===== config.mk =====
export PLATFORM = sky130hd
export DESIGN_NAME = gsim_pe_pipe
export DESIGN_NICKNAME = d
export VERILOG_FILES = /design/src/rtl/gsim_pkg.sv /design/src/rtl/gsim_pe_slot.sv /design/src/rtl/gsim_pe_pipe.sv
export SDC_FILE = /design/constraint.sdc
export NUM_CORES = 1
export LEC_CHECK = 0
export BUFFER_PORTS_ARGS = -buffer_cell sky130_fd_sc_hd__buf_2
export CORE_ASPECT_RATIO = 1.1
export CORE_MARGIN = 2
export CORE_UTILIZATION = 37
export CTS_BUF_LIST = sky130_fd_sc_hd__clkbuf_2 sky130_fd_sc_hd__clkbuf_4 sky130_fd_sc_hd__clkbuf_8
export DETAILED_ROUTE_END_ITERATION = 8
export GPL_TIMING_DRIVEN = 0
export PLACE_DENSITY_LB_ADDON = 0.25
export SLEW_MARGIN = 20
export SYNTH_ARGS = -nofsm -noshare
export SYNTH_HDL_FRONTEND = slang
export SYNTH_SLANG_ARGS = --single-unit

===== constraint.sdc =====
create_clock -name clk -period 9.2 [get_ports clk]
set_input_delay 0.92 -clock clk [delete_from_list [all_inputs] [get_ports clk]]
set_output_delay 0.92 -clock clk [all_outputs]
set_load 0.01 [all_outputs]

===== src/rtl/gsim_pkg.sv =====
// Shared defaults and helpers for the GSIM update processing element pipeline.
package gsim_pkg;

    localparam int IN_W_DEF  = 34;
    localparam int B_W_DEF   = 16;
    localparam int TAG_W_DEF = 10;

    localparam int C1_DEF = 1;
    localparam int C2_DEF = -6;
    localparam int C3_DEF = 13;

    // 3277 / 2^16 approximates 1/20
    localparam int DIV_MUL   = 3277;
    localparam int DIV_SHIFT = 16;

    function automatic int gsim_lat(input bit div_en);
        return div_en ? 3 : 2;
    endfunction

endpackage


===== src/rtl/gsim_pe_slot.sv =====
// One-entry valid/ready pipeline register; holds its payload until the next stage takes it.
module gsim_pe_slot #(
    parameter int W = 8
) (
    input  logic         clk,
    input  logic         reset,
    input  logic         in_valid,
    output logic         in_ready,
    input  logic [W-1:0] in_data,
    output logic         out_valid,
    input  logic         out_ready,
    output logic [W-1:0] out_data
);

    assign in_ready = !out_valid || out_ready;

    always_ff @(posedge clk) begin
        if (reset) begin
            out_valid <= 1'b0;
            out_data  <= '0;
        end else if (in_ready) begin
            out_valid <= in_valid;
            if (in_valid) begin
                out_data <= in_data;
            end
        end
    end

endmodule


===== src/rtl/gsim_pe_pipe.sv =====
// GSIM update PE: acc = b + C1(in_1+in_2) + C2(in_3+in_4) + C3(in_5+in_6), valid/ready pipelined.
// Define GSIM_PE_DIV_EN to add a third stage applying (acc*3277)>>>16 (about acc/20).
module gsim_pe_pipe
    import gsim_pkg::*;
#(
    parameter int IN_W  = IN_W_DEF,
    parameter int B_W   = B_W_DEF,
    parameter int OUT_W = IN_W + 4,
    parameter int TAG_W = TAG_W_DEF,
    parameter int C1    = C1_DEF,
    parameter int C2    = C2_DEF,
    parameter int C3    = C3_DEF
) (
    input  logic                    clk,
    input  logic                    reset,
    input  logic                    in_valid,
    output logic                    in_ready,
    input  logic signed [IN_W-1:0]  in_1,
    input  logic signed [IN_W-1:0]  in_2,
    input  logic signed [IN_W-1:0]  in_3,
    input  logic signed [IN_W-1:0]  in_4,
    input  logic signed [IN_W-1:0]  in_5,
    input  logic signed [IN_W-1:0]  in_6,
    input  logic signed [B_W-1:0]   b,
    input  logic [TAG_W-1:0]        in_tag,
    output logic                    out_valid,
    input  logic                    out_ready,
    output logic signed [OUT_W-1:0] out_data,
    output logic [TAG_W-1:0]        out_tag
);

    localparam int ACC_W = IN_W + 6;
    localparam int S1_W  = 3 * ACC_W + B_W + TAG_W;

    // Constant coefficient multiply as a shift-add over the 4-bit magnitude.
    function automatic logic signed [ACC_W-1:0] cmul(input logic signed [IN_W:0] x, input int c);
        logic signed [ACC_W-1:0] xe;
        logic signed [ACC_W-1:0] sum;
        int unsigned mag;
        xe  = ACC_W'(x);
        sum = '0;
        mag = (c < 0) ? -c : c;
        for (int unsigned k = 0; k < 4; k++) begin
            if (mag[k]) begin
                sum = sum + (xe <<< k);
            end
        end
        return (c < 0) ? -sum : sum;
    endfunction

    // Stage 1: pair sums and coefficient products
    logic signed [IN_W:0]    sum12, sum34, sum56;
    logic signed [ACC_W-1:0] p1, p2, p3;

    assign sum12 = (IN_W+1)'(in_1) + (IN_W+1)'(in_2);
    assign sum34 = (IN_W+1)'(in_3) + (IN_W+1)'(in_4);
    assign sum56 = (IN_W+1)'(in_5) + (IN_W+1)'(in_6);
    assign p1 = cmul(sum12, C1);
    assign p2 = cmul(sum34, C2);
    assign p3 = cmul(sum56, C3);

    logic              s1_in_ready;
    logic              s1_valid;
    logic              s2_in_ready;
    logic [S1_W-1:0]   s1_data;

    assign in_ready = s1_in_ready && !reset;

    gsim_pe_slot #(.W(S1_W)) u_s1 (
        .clk       (clk),
        .reset     (reset),
        .in_valid  (in_valid),
        .in_ready  (s1_in_ready),
        .in_data   ({p1, p2, p3, b, in_tag}),
        .out_valid (s1_valid),
        .out_ready (s2_in_ready),
        .out_data  (s1_data)
    );

    // Stage 2: accumulate
    logic signed [ACC_W-1:0] s1_p1, s1_p2, s1_p3;
    logic signed [B_W-1:0]   s1_b;
    logic [TAG_W-1:0]        s1_tag;
    logic signed [ACC_W-1:0] acc;

    assign {s1_p1, s1_p2, s1_p3, s1_b, s1_tag} = s1_data;
    assign acc = ACC_W'(s1_b) + s1_p1 + s1_p2 + s1_p3;

`ifdef GSIM_PE_DIV_EN
    localparam int PW   = ACC_W + 13;
    localparam int S2_W = ACC_W + TAG_W;
    localparam int S3_W = OUT_W + TAG_W;

    logic             s2_valid;
    logic             s3_in_ready;
    logic [S2_W-1:0]  s2_data;
    logic [S3_W-1:0]  s3_data;

    gsim_pe_slot #(.W(S2_W)) u_s2 (
        .clk       (clk),
        .reset     (reset),
        .in_valid  (s1_valid),
        .in_ready  (s2_in_ready),
        .in_data   ({acc, s1_tag}),
        .out_valid (s2_valid),
        .out_ready (s3_in_ready),
        .out_data  (s2_data)
    );

    // Stage 3: floor scaling by 3277/65536
    logic signed [ACC_W-1:0] s2_acc;
    logic [TAG_W-1:0]        s2_tag;
    logic signed [PW-1:0]    prod;
    logic signed [PW-1:0]    scaled;

    assign {s2_acc, s2_tag} = s2_data;
    assign prod   = PW'(s2_acc) * PW'(DIV_MUL);
    assign scaled = prod >>> DIV_SHIFT;

    gsim_pe_slot #(.W(S3_W)) u_s3 (
        .clk       (clk),
        .reset     (reset),
        .in_valid  (s2_valid),
        .in_ready  (s3_in_ready),
        .in_data   ({OUT_W'(scaled), s2_tag}),
        .out_valid (out_valid),
        .out_ready (out_ready),
        .out_data  (s3_data)
    );

    assign {out_data, out_tag} = s3_data;
`else
    localparam int S2_W = OUT_W + TAG_W;

    logic [S2_W-1:0] s2_data;

    // Wrap to OUT_W before registering; the truncation is identical either side of the slot.
    gsim_pe_slot #(.W(S2_W)) u_s2 (
        .clk       (clk),
        .reset     (reset),
        .in_valid  (s1_valid),
        .in_ready  (s2_in_ready),
        .in_data   ({OUT_W'(acc), s1_tag}),
        .out_valid (out_valid),
        .out_ready (out_ready),
        .out_data  (s2_data)
    );

    assign {out_data, out_tag} = s2_data;
`endif

endmodule


==> impl_metrics.py, run 1 <==
metrics = {
    "placed_design": {
        "gp_routability_congestion": 0.8944,
        "place_ws_ns": 2.641,
        "detailed_place_hpwl_um": 53500,
        "detailed_place.area_mm2": 0.02203,
        "post-place-cells": 3406,
        "numPortBuffers": 282,
    },
    "setup_path": {
        "critical-path-top-delay-family": "compound AO/OA/AOI/OAI gates",
        "data_arrival_at_the_endpoint_of_the_critical_path_ns": 6.39,
        "r2r.worst_path.cells": 16,
        "worst_path_buf_inv": 3,
        "regToRegStartpoint": "u_s1.out_data[27]",
        "startpoint": "in_5[0]",
        "critPathMaxFanout": 9,
        "cp_cell_sequence": "buf_2 > ha_1 > fa_1 > a211oi_2 > o21ai_1 > a211o_2 > a31oi_4 > a2111oi_2 > o21a_1 > buf_6 > a311o_1 > a21oi_2 > xnor2_1 > fa_1 > ha_1 > and4_1 > and3_1 > a21oi_1 > inv_1 > a41o_1 > o41ai_2 > mux2i_1 > a31oi_1",
        "reg2reg_setup_slack_ns": 4.62,
        "crit_path_capture_type": "flip-flop",
        "critical_path_required_ns": 9.58,
        "crit_type": "primary input to flip-flop",
        "worst_path_max_delay_cell": "fa_1",
        "maximum_single_stage_delay_on_the_critical_path_ns": 0.51,
        "timing.rr.end": "u_s2.out_data[45]",
        "startpoint_type_of_the_worst_setup_path": "primary input",
    },
    "logic_synthesis": {
        "yosysWarningCount": 0,
        "synthesis.instances": 2448,
        "postSynth.asyncResetShare_pct": 0,
        "syn_area_per_cell_um2": 8.067,
        "mappedNetlistArea_mm2": 0.01975,
        "ranking_of_synthesized_cells_by_area": "dfxtp_1 (19%), ha_1 (16%), fa_1 (10%)",
        "synth_area_leader_cell": "dfxtp_1",
        "synthDistinctLibCells": 82,
        "synth_ff_type": "dfxtp_1",
        "number_of_storage_elements_in_the_synthesis_netlist": 186,
        "synth.net_count": 3035,
        "synth-edff-count": 0,
        "synth_sequential_area_ratio_pct": 18.85,
        "synth_top_cell_area_share_pct": 18.85,
    },
    "clock_tree": {
        "cts_hold_repair.buffers": 0,
        "clock_edge_transition_at_the_registers_on_the_reported_setup_and_hold_paths_ns": 0.11,
        "cts_setup_buffers": 0,
        "cts_buffers": 17,
        "clock_latency_ns": 0.54,
        "cts_resized": 0,
        "h-tree-depth": 4,
        "clock_path_buffers": 2,
        "clock_tree_from_tritoncts": "built",
        "clock-sinks": 186,
        "cts.root.buffer_cell": "clkbuf_8",
    },
    "routing": {
        "post_drt_via_cell_ratio": 5.506,
        "drt_drc_violations_left": 0,
        "vias": 18934,
        "drt-pass1-iter-count": 7,
        "wire_per_inst_um": 18.53,
        "routed_wl_um": 63730,
        "dr.first_iter.drc_count": 984,
        "antenna_violating_nets_remaining": 0,
    },
    "sta": {
        "report.final.hold_viol_count": 0,
        "finalSetupViolations": 0,
        "setup_tns_ns": 0,
        "timing.final.crit_share_pct": 65.29,
        "timing.slew.headroom_pct": 21.14,
        "postLayoutSetupSlackWorst_ns": 3.193,
        "timing.final.max_slew_violations": 0,
        "rsz0062_at_grt": "false",
        "slew_of_the_pin_with_the_lowest_slew_margin_ns": 1.183,
        "clock-skew-final_ns": 0.02002,
        "holdWs_ns": 0.4554,
        "period_needed_ns": 6.007,
        "achievable-frequency_mhz": 166.5,
    },
    "power_and_ir_drop": {
        "share_seq_of_total_power_pct": 17.9,
        "total_switching_power_mw": 3.282,
        "pwr-share-comb_pct": 72.9,
        "finalPower_mw": 6.403,
        "power.density_mw_per_mm2": 285.1,
        "ir_drop_uv": 100.2,
        "clkPwrFrac_pct": 9.2,
        "power.internal_mw": 3.121,
        "leakage_dissipation_nw": 10.59,
        "sw_frac_of_total_pct": 51.26,
    },
    "global_route": {
        "grt_antenna_before_repair": 0,
        "first_global_vias": 18705,
        "global_route.usage.total_pct": 22.83,
        "grt_overflow": 0,
        "wire_length_of_the_first_global_routing_pass_um": 100500,
        "largest_net_degree_at_the_start_of_global_routing": 20,
    },
    "min_path": {
        "min-delay-path-class": "flip-flop to flip-flop",
        "hold_path_depth": 2,
        "holdPathEnd": "u_s2.out_data[28]",
        "timing.hold.worst.start": "u_s2.out_data[28]",
    },
    "die": {
        "die_y_um": 246.3,
        "core-area_mm2": 0.05263,
        "floorplan.initialDensity_pct": 37.52,
        "ioPinCount": 284,
        "rows": 88,
        "dieWidth_um": 224.3,
        "die_area_mm2": 0.05524,
    },
    "final_layout": {
        "finalNonFillerCells": 3439,
        "drive_above_1_share_pct": 12.77,
        "postLayoutCellArea_mm2": 0.02246,
        "area.growth.synth_to_final_pct": 13.72,
        "final_nets": 3338,
        "n_antenna_cell": 0,
        "final_core_occ_pct": 42.67,
    },
    "run_status": {
        "outcome": "finished clean",
    },
    "flow_run": {
        "maxcap_viol_count": 0,
    },
}
-- worst max path at each step --
stage / endpoint / depth (start not counted)
floorplan: u_s1.out_data[62] / 22
global placement: u_s1.out_data[62] / 23
detailed placement: u_s1.out_data[62] / 23
CTS: u_s1.out_data[62] / 23
global route: u_s1.out_data[61] / 24
finish: u_s1.out_data[62] / 23
-- state kept, by name (all words and copies together) (netlist names) --
register / cells
u_s2.out_valid: 1
u_s1.out_data: 136
u_s1.out_valid: 1
u_s2.out_data: 48
-- worst reg2reg max path, delay by kind of cell, from the launching register on --
family	cells	cell delay, ns
compound gates	8	2.17
flops	1	0.45
fa+ha+maj	4	1.44
buf+inv	3	0.23
simple gates	1	0.20
-- area by class of cell --
class | instances | area, um^2
Buffer | 85 | 329.1
Clock buffer | 17 | 234.0
Clock inverter | 15 | 182.7
Fill cell | 5389 | 30170
Inverter | 95 | 356.6
Multi-Input combinational cell | 2082 | 15340
Sequential cell | 186 | 3725
Tap cell | 675 | 844.6
Timing Repair Buffer | 284 | 1446
-- placed cells by master (no fill, tap or decap), drive strengths merged, types with 6 or more instances in the layout --
cell type and count:
nor2b 19, a31oi 29, mux2i 8, or3 12, inv 101, a21oi 301, a211o 11, nor3b 6
o21bai 32, clkbuf 85, o21a 24, ha 251, a41oi 7, nor2 120, nor4b 7, o31ai 14
dfxtp 186, xor2 69, nor3 41, and4 8, a21o 122, o211ai 25, o21ai 119, and3 27
nand3 87, xnor2 98, clkinv 8, nand2b 28, a211oi 33, buf 301, and2 18, fa 102
nand2 348, a31o 7, nand4 14, o41ai 6
-- cell families (layout without fill, tap and decap cells) --
group                    count (synthesis)  in the layout  synth area share (%)
AND/OR/NAND/NOR                        754            754                 17.44
XOR/XNOR                               167            167                 7.406
AO/OA/AOI/OAI                          799            799                 26.12
adder cells (fa/ha/maj)                353            353                 26.24
buffers and inverters                  180            496                 3.472
multiplexers                             9              9                0.4625
flip-flops                             186            186                 18.85
-- metal layers --
| layer | global-route usage (%) | wire length (um) | vias to the layer above |
|---|---|---|---|
| met4 | 4.558 | 859 | 0 |
| met1 | 29.96 | 29810 | 9022 |
| met5 | 0 | 0 | - |
| met2 | 41.03 | 30670 | 436 |
| met3 | 1.765 | 2387 | 48 |
| li1 | - | - | 9428 |
-- power by group through the flow --
stage | logic (mW) | registers [mW] | clock network (mW)
CTS | 4.65 | 1.14 | 0.594
global route | 5.21 | 1.16 | 0.621
detailed placement | 4.60 | 1.16 | 0
finish | 4.67 | 1.15 | 0.589
global placement | 4.56 | 1.16 | 0
floorplan | 3.37 | 1.14 | 0
-- synth_stat cells, types with 6 or more instances --
library cell	n
a211o_1	10
a211oi_1	31
a21o_1	122
a21oi_1	297
a31o_2	6
a31oi_1	27
a41oi_1	6
and2_1	18
and3_1	27
and4_1	8
buf_1	14
clkbuf_1	68
dfxtp_1	186
fa_1	102
ha_1	251
inv_1	94
mux2i_1	8
nand2_1	348
nand2b_1	28
nand3_1	87
nand4_1	14
nor2_1	120
nor2b_1	19
nor3_1	41
nor3b_1	6
nor4b_1	7
o211ai_1	24
o21a_1	24
o21ai_0	104
o21ai_1	15
o21bai_1	32
o31ai_1	12
or3_1	12
xnor2_1	98
xor2_1	69
Power figures use the tool's default switching activity.
==> run 2, diff against run 1 <==
- clock period: 9.2 -> 5.5 ns (I/O delays scaled with it)
==> run 2 against run 1 <==
Effect of this change: register-to-register slack got worse by 3.7 ns; sequential share of layout area decreased by 0.20 points; die area unchanged; final cell count about the same; setup slack got worse by 3.0 ns; non-clock buffer count increased by 3; count of clock-buffer cells in the layout unchanged; utilization increased by 0.52 points; sequential cell count unchanged; sequential power increased by 67%; global-route usage about the same; power increased by 71%; largest cell class unchanged.
==> impl_metrics.py, run 2 (synthesis results as in run 1) <==
metrics = {
    "clock_tree": {
        "clock_path_buffers": 2,
        "clock_latency_ns": 0.52,
        "cts.root.buffer_cell": "clkbuf_8",
        "clock-sinks": 186,
        "cts_buffers": 17,
        "clock_edge_transition_at_the_registers_on_the_reported_setup_and_hold_paths_ns": 0.11,
        "cts_hold_repair.buffers": 0,
        "h-tree-depth": 4,
        "clock_tree_from_tritoncts": "built",
    },
    "sta": {
        "timing.final.max_slew_violations": 0,
        "timing.final.crit_share_pct": 97.27,
        "report.final.hold_viol_count": 0,
        "clock-skew-final_ns": 0.01780,
        "period_needed_ns": 5.350,
        "timing.slew.headroom_pct": 18.98,
        "finalSetupViolations": 0,
        "slew_of_the_pin_with_the_lowest_slew_margin_ns": 1.215,
        "achievable-frequency_mhz": 186.9,
        "postLayoutSetupSlackWorst_ns": 0.1499,
    },
    "power_and_ir_drop": {
        "power.density_mw_per_mm2": 482.0,
        "leakage_dissipation_nw": 10.67,
        "ir_drop_uv": 178.0,
    },
    "setup_path": {
        "maximum_single_stage_delay_on_the_critical_path_ns": 0.39,
        "timing.rr.end": "u_s2.out_data[45]",
        "critPathMaxFanout": 9,
        "worst_path_buf_inv": 3,
        "cp_common_cell": "a21o_1",
        "data_arrival_at_the_endpoint_of_the_critical_path_ns": 5.72,
        "critical_path_required_ns": 5.87,
        "r2r.worst_path.cells": 16,
        "regToRegStartpoint": "u_s1.out_data[27]",
        "reg2reg_setup_slack_ns": 0.91,
        "worst_path_max_delay_cell": "fa_2",
        "critical-path-top-delay-family": "compound AO/OA/AOI/OAI gates",
        "startpoint_type_of_the_worst_setup_path": "primary input",
        "crit_path_capture_type": "flip-flop",
        "crit_type": "primary input to flip-flop",
        "startpoint": "in_5[0]",
    },
    "run_status": {
        "outcome": "finished clean",
    },
    "die": {
        "core-area_mm2": 0.05263,
        "die_area_mm2": 0.05524,
        "floorplan.initialDensity_pct": 37.52,
        "rows": 88,
        "die_y_um": 246.3,
        "ioPinCount": 284,
        "dieWidth_um": 224.3,
    },
    "global_route": {
        "global_route.usage.total_pct": 22.87,
        "first_global_vias": 18368,
        "largest_net_degree_at_the_start_of_global_routing": 20,
        "grt_overflow": 0,
        "wire_length_of_the_first_global_routing_pass_um": 100300,
        "grt_antenna_before_repair": 0,
    },
    "routing": {
        "met2_length_um": 30920,
        "routed_wl_um": 64530,
        "post_drt_via_cell_ratio": 5.522,
        "drt_drc_violations_left": 0,
        "drt-pass1-iter-count": 7,
        "antenna_violating_nets_remaining": 0,
        "met3_wirelength_um": 2485,
        "wire_per_inst_um": 18.75,
        "wirelength_met1_um": 29910,
        "vias": 19006,
        "dr.first_iter.drc_count": 949,
        "top_layer": "met4",
    },
    "final_layout": {
        "most-common-layout-cells": "nand2_1 (348), a21oi_1 (296), buf_2 (284)",
        "largestRegisters": "u_s1.out_data x136, u_s2.out_data x48",
        "area.growth.synth_to_final_pct": 15.09,
        "postLayoutCellArea_mm2": 0.02273,
        "final_nets": 3341,
        "drive_above_1_share_pct": 14.13,
        "commonest_non_fill_non_tap_cell_in_the_layout": "nand2_1",
        "number_of_flip_flops_in_the_largest_register": 136,
        "registers.top_by_ff_count": "u_s1.out_data",
        "n_antenna_cell": 0,
        "filler_cell_count": 5377,
    },
    "placed_design": {
        "detailed_place.area_mm2": 0.02204,
        "numPortBuffers": 282,
        "gp_routability_congestion": 0.8831,
        "place_ws_ns": -0.6478,
        "detailed_place_hpwl_um": 53870,
    },
    "flow_run": {
        "maxcap_viol_count": 0,
    },
    "min_path": {
        "min-delay-path-class": "primary input to flip-flop",
        "hold_path_depth": 3,
        "holdPathEnd": "u_s1.out_data[6]",
        "timing.hold.worst.start": "in_tag[6]",
    },
}
[run 2: changes by cell type in the layout (fill, tap and decap cells not counted), sizes merged]
cell / change
buf: +7
clkbuf: -4
clkinv: -4
inv: +2
bufinv: +1
clkinvlp: +1
[run 2: layer usage]
| metal | up-vias | global-route usage (%) |
|---|---|---|
| met1 | 9060 | 30.21 |
| li1 | 9427 | - |
| met4 | 0 | 5.356 |
| met2 | 469 | 40.45 |
| met5 | - | 0 |
| met3 | 50 | 1.813 |
[run 2: repair_timing]
action                     4_1_cts  5_1_grt
gates resized for setup          6       31
setup endpoints to repair        3        9
pin swaps                        2       16
buffers inserted                 1        6
[run 2: power by group]
part           leakage (nW)  switching (mW)  internal, mW
combinational          8.92            4.73          3.29
sequential             1.53           0.256          1.66
clock                 0.217           0.592         0.431
[run 2: worst register-to-register path: stages, from the launching register on]
cell       delay [ns]
dfxtp_1          0.45
fa_1             0.46
inv_1            0.09
fa_1             0.41
inv_1            0.06
ha_1             0.19
inv_1            0.06
fa_1             0.37
nor2b_1          0.22
o2111ai_1        0.18
a211oi_1         0.41
o2111ai_1        0.30
a211oi_1         0.51
o211ai_2         0.17
a21oi_1          0.19
o21ai_0          0.14
a32o_1           0.28
[run 2: area by class of cell]
type                            count  area [um^2]  share of cell area, %
Buffer                             81        315.3                  1.387
Timing Repair Buffer              291         1495                  6.578
Clock inverter                     15        200.2                 0.8808
Inverter                           95        356.6                  1.569
Clock buffer                       17        234.0                  1.029
Tap cell                          675        844.6                  3.716
Multi-Input combinational cell   2082        15560                  68.45
Sequential cell                   186         3725                  16.39
[run 2: through the flow]
stage	util [%]	std cells	hold WS, ns	setup TNS, ns	total power [mW]
6_report	43.19	3442	0.2570	0	10.95
5_1_grt	43.19	3442	0.2557	-0.1557	11.95
4_1_cts	42.81	3440	0.2248	0	10.79
3_5_place_dp	41.89	3407	0.4421	-4.797	9.659
3_3_place_gp	41.82	3405	0.4347	-4.734	9.595
2_1_floorplan	-	2448	0.4321	0	7.549
[run 2: worst max path at each step]
stage	endpoint	slack, ns	depth (start not counted)
after CTS	u_s1.out_data[62]	0.03	25
after global routing	u_s1.out_data[63]	-0.07	25
after detailed placement	u_s1.out_data[62]	-0.65	23
final	u_s1.out_data[62]	0.15	25
after global placement	u_s1.out_data[63]	-0.65	23
after floorplan	u_s1.out_data[62]	0.007	22
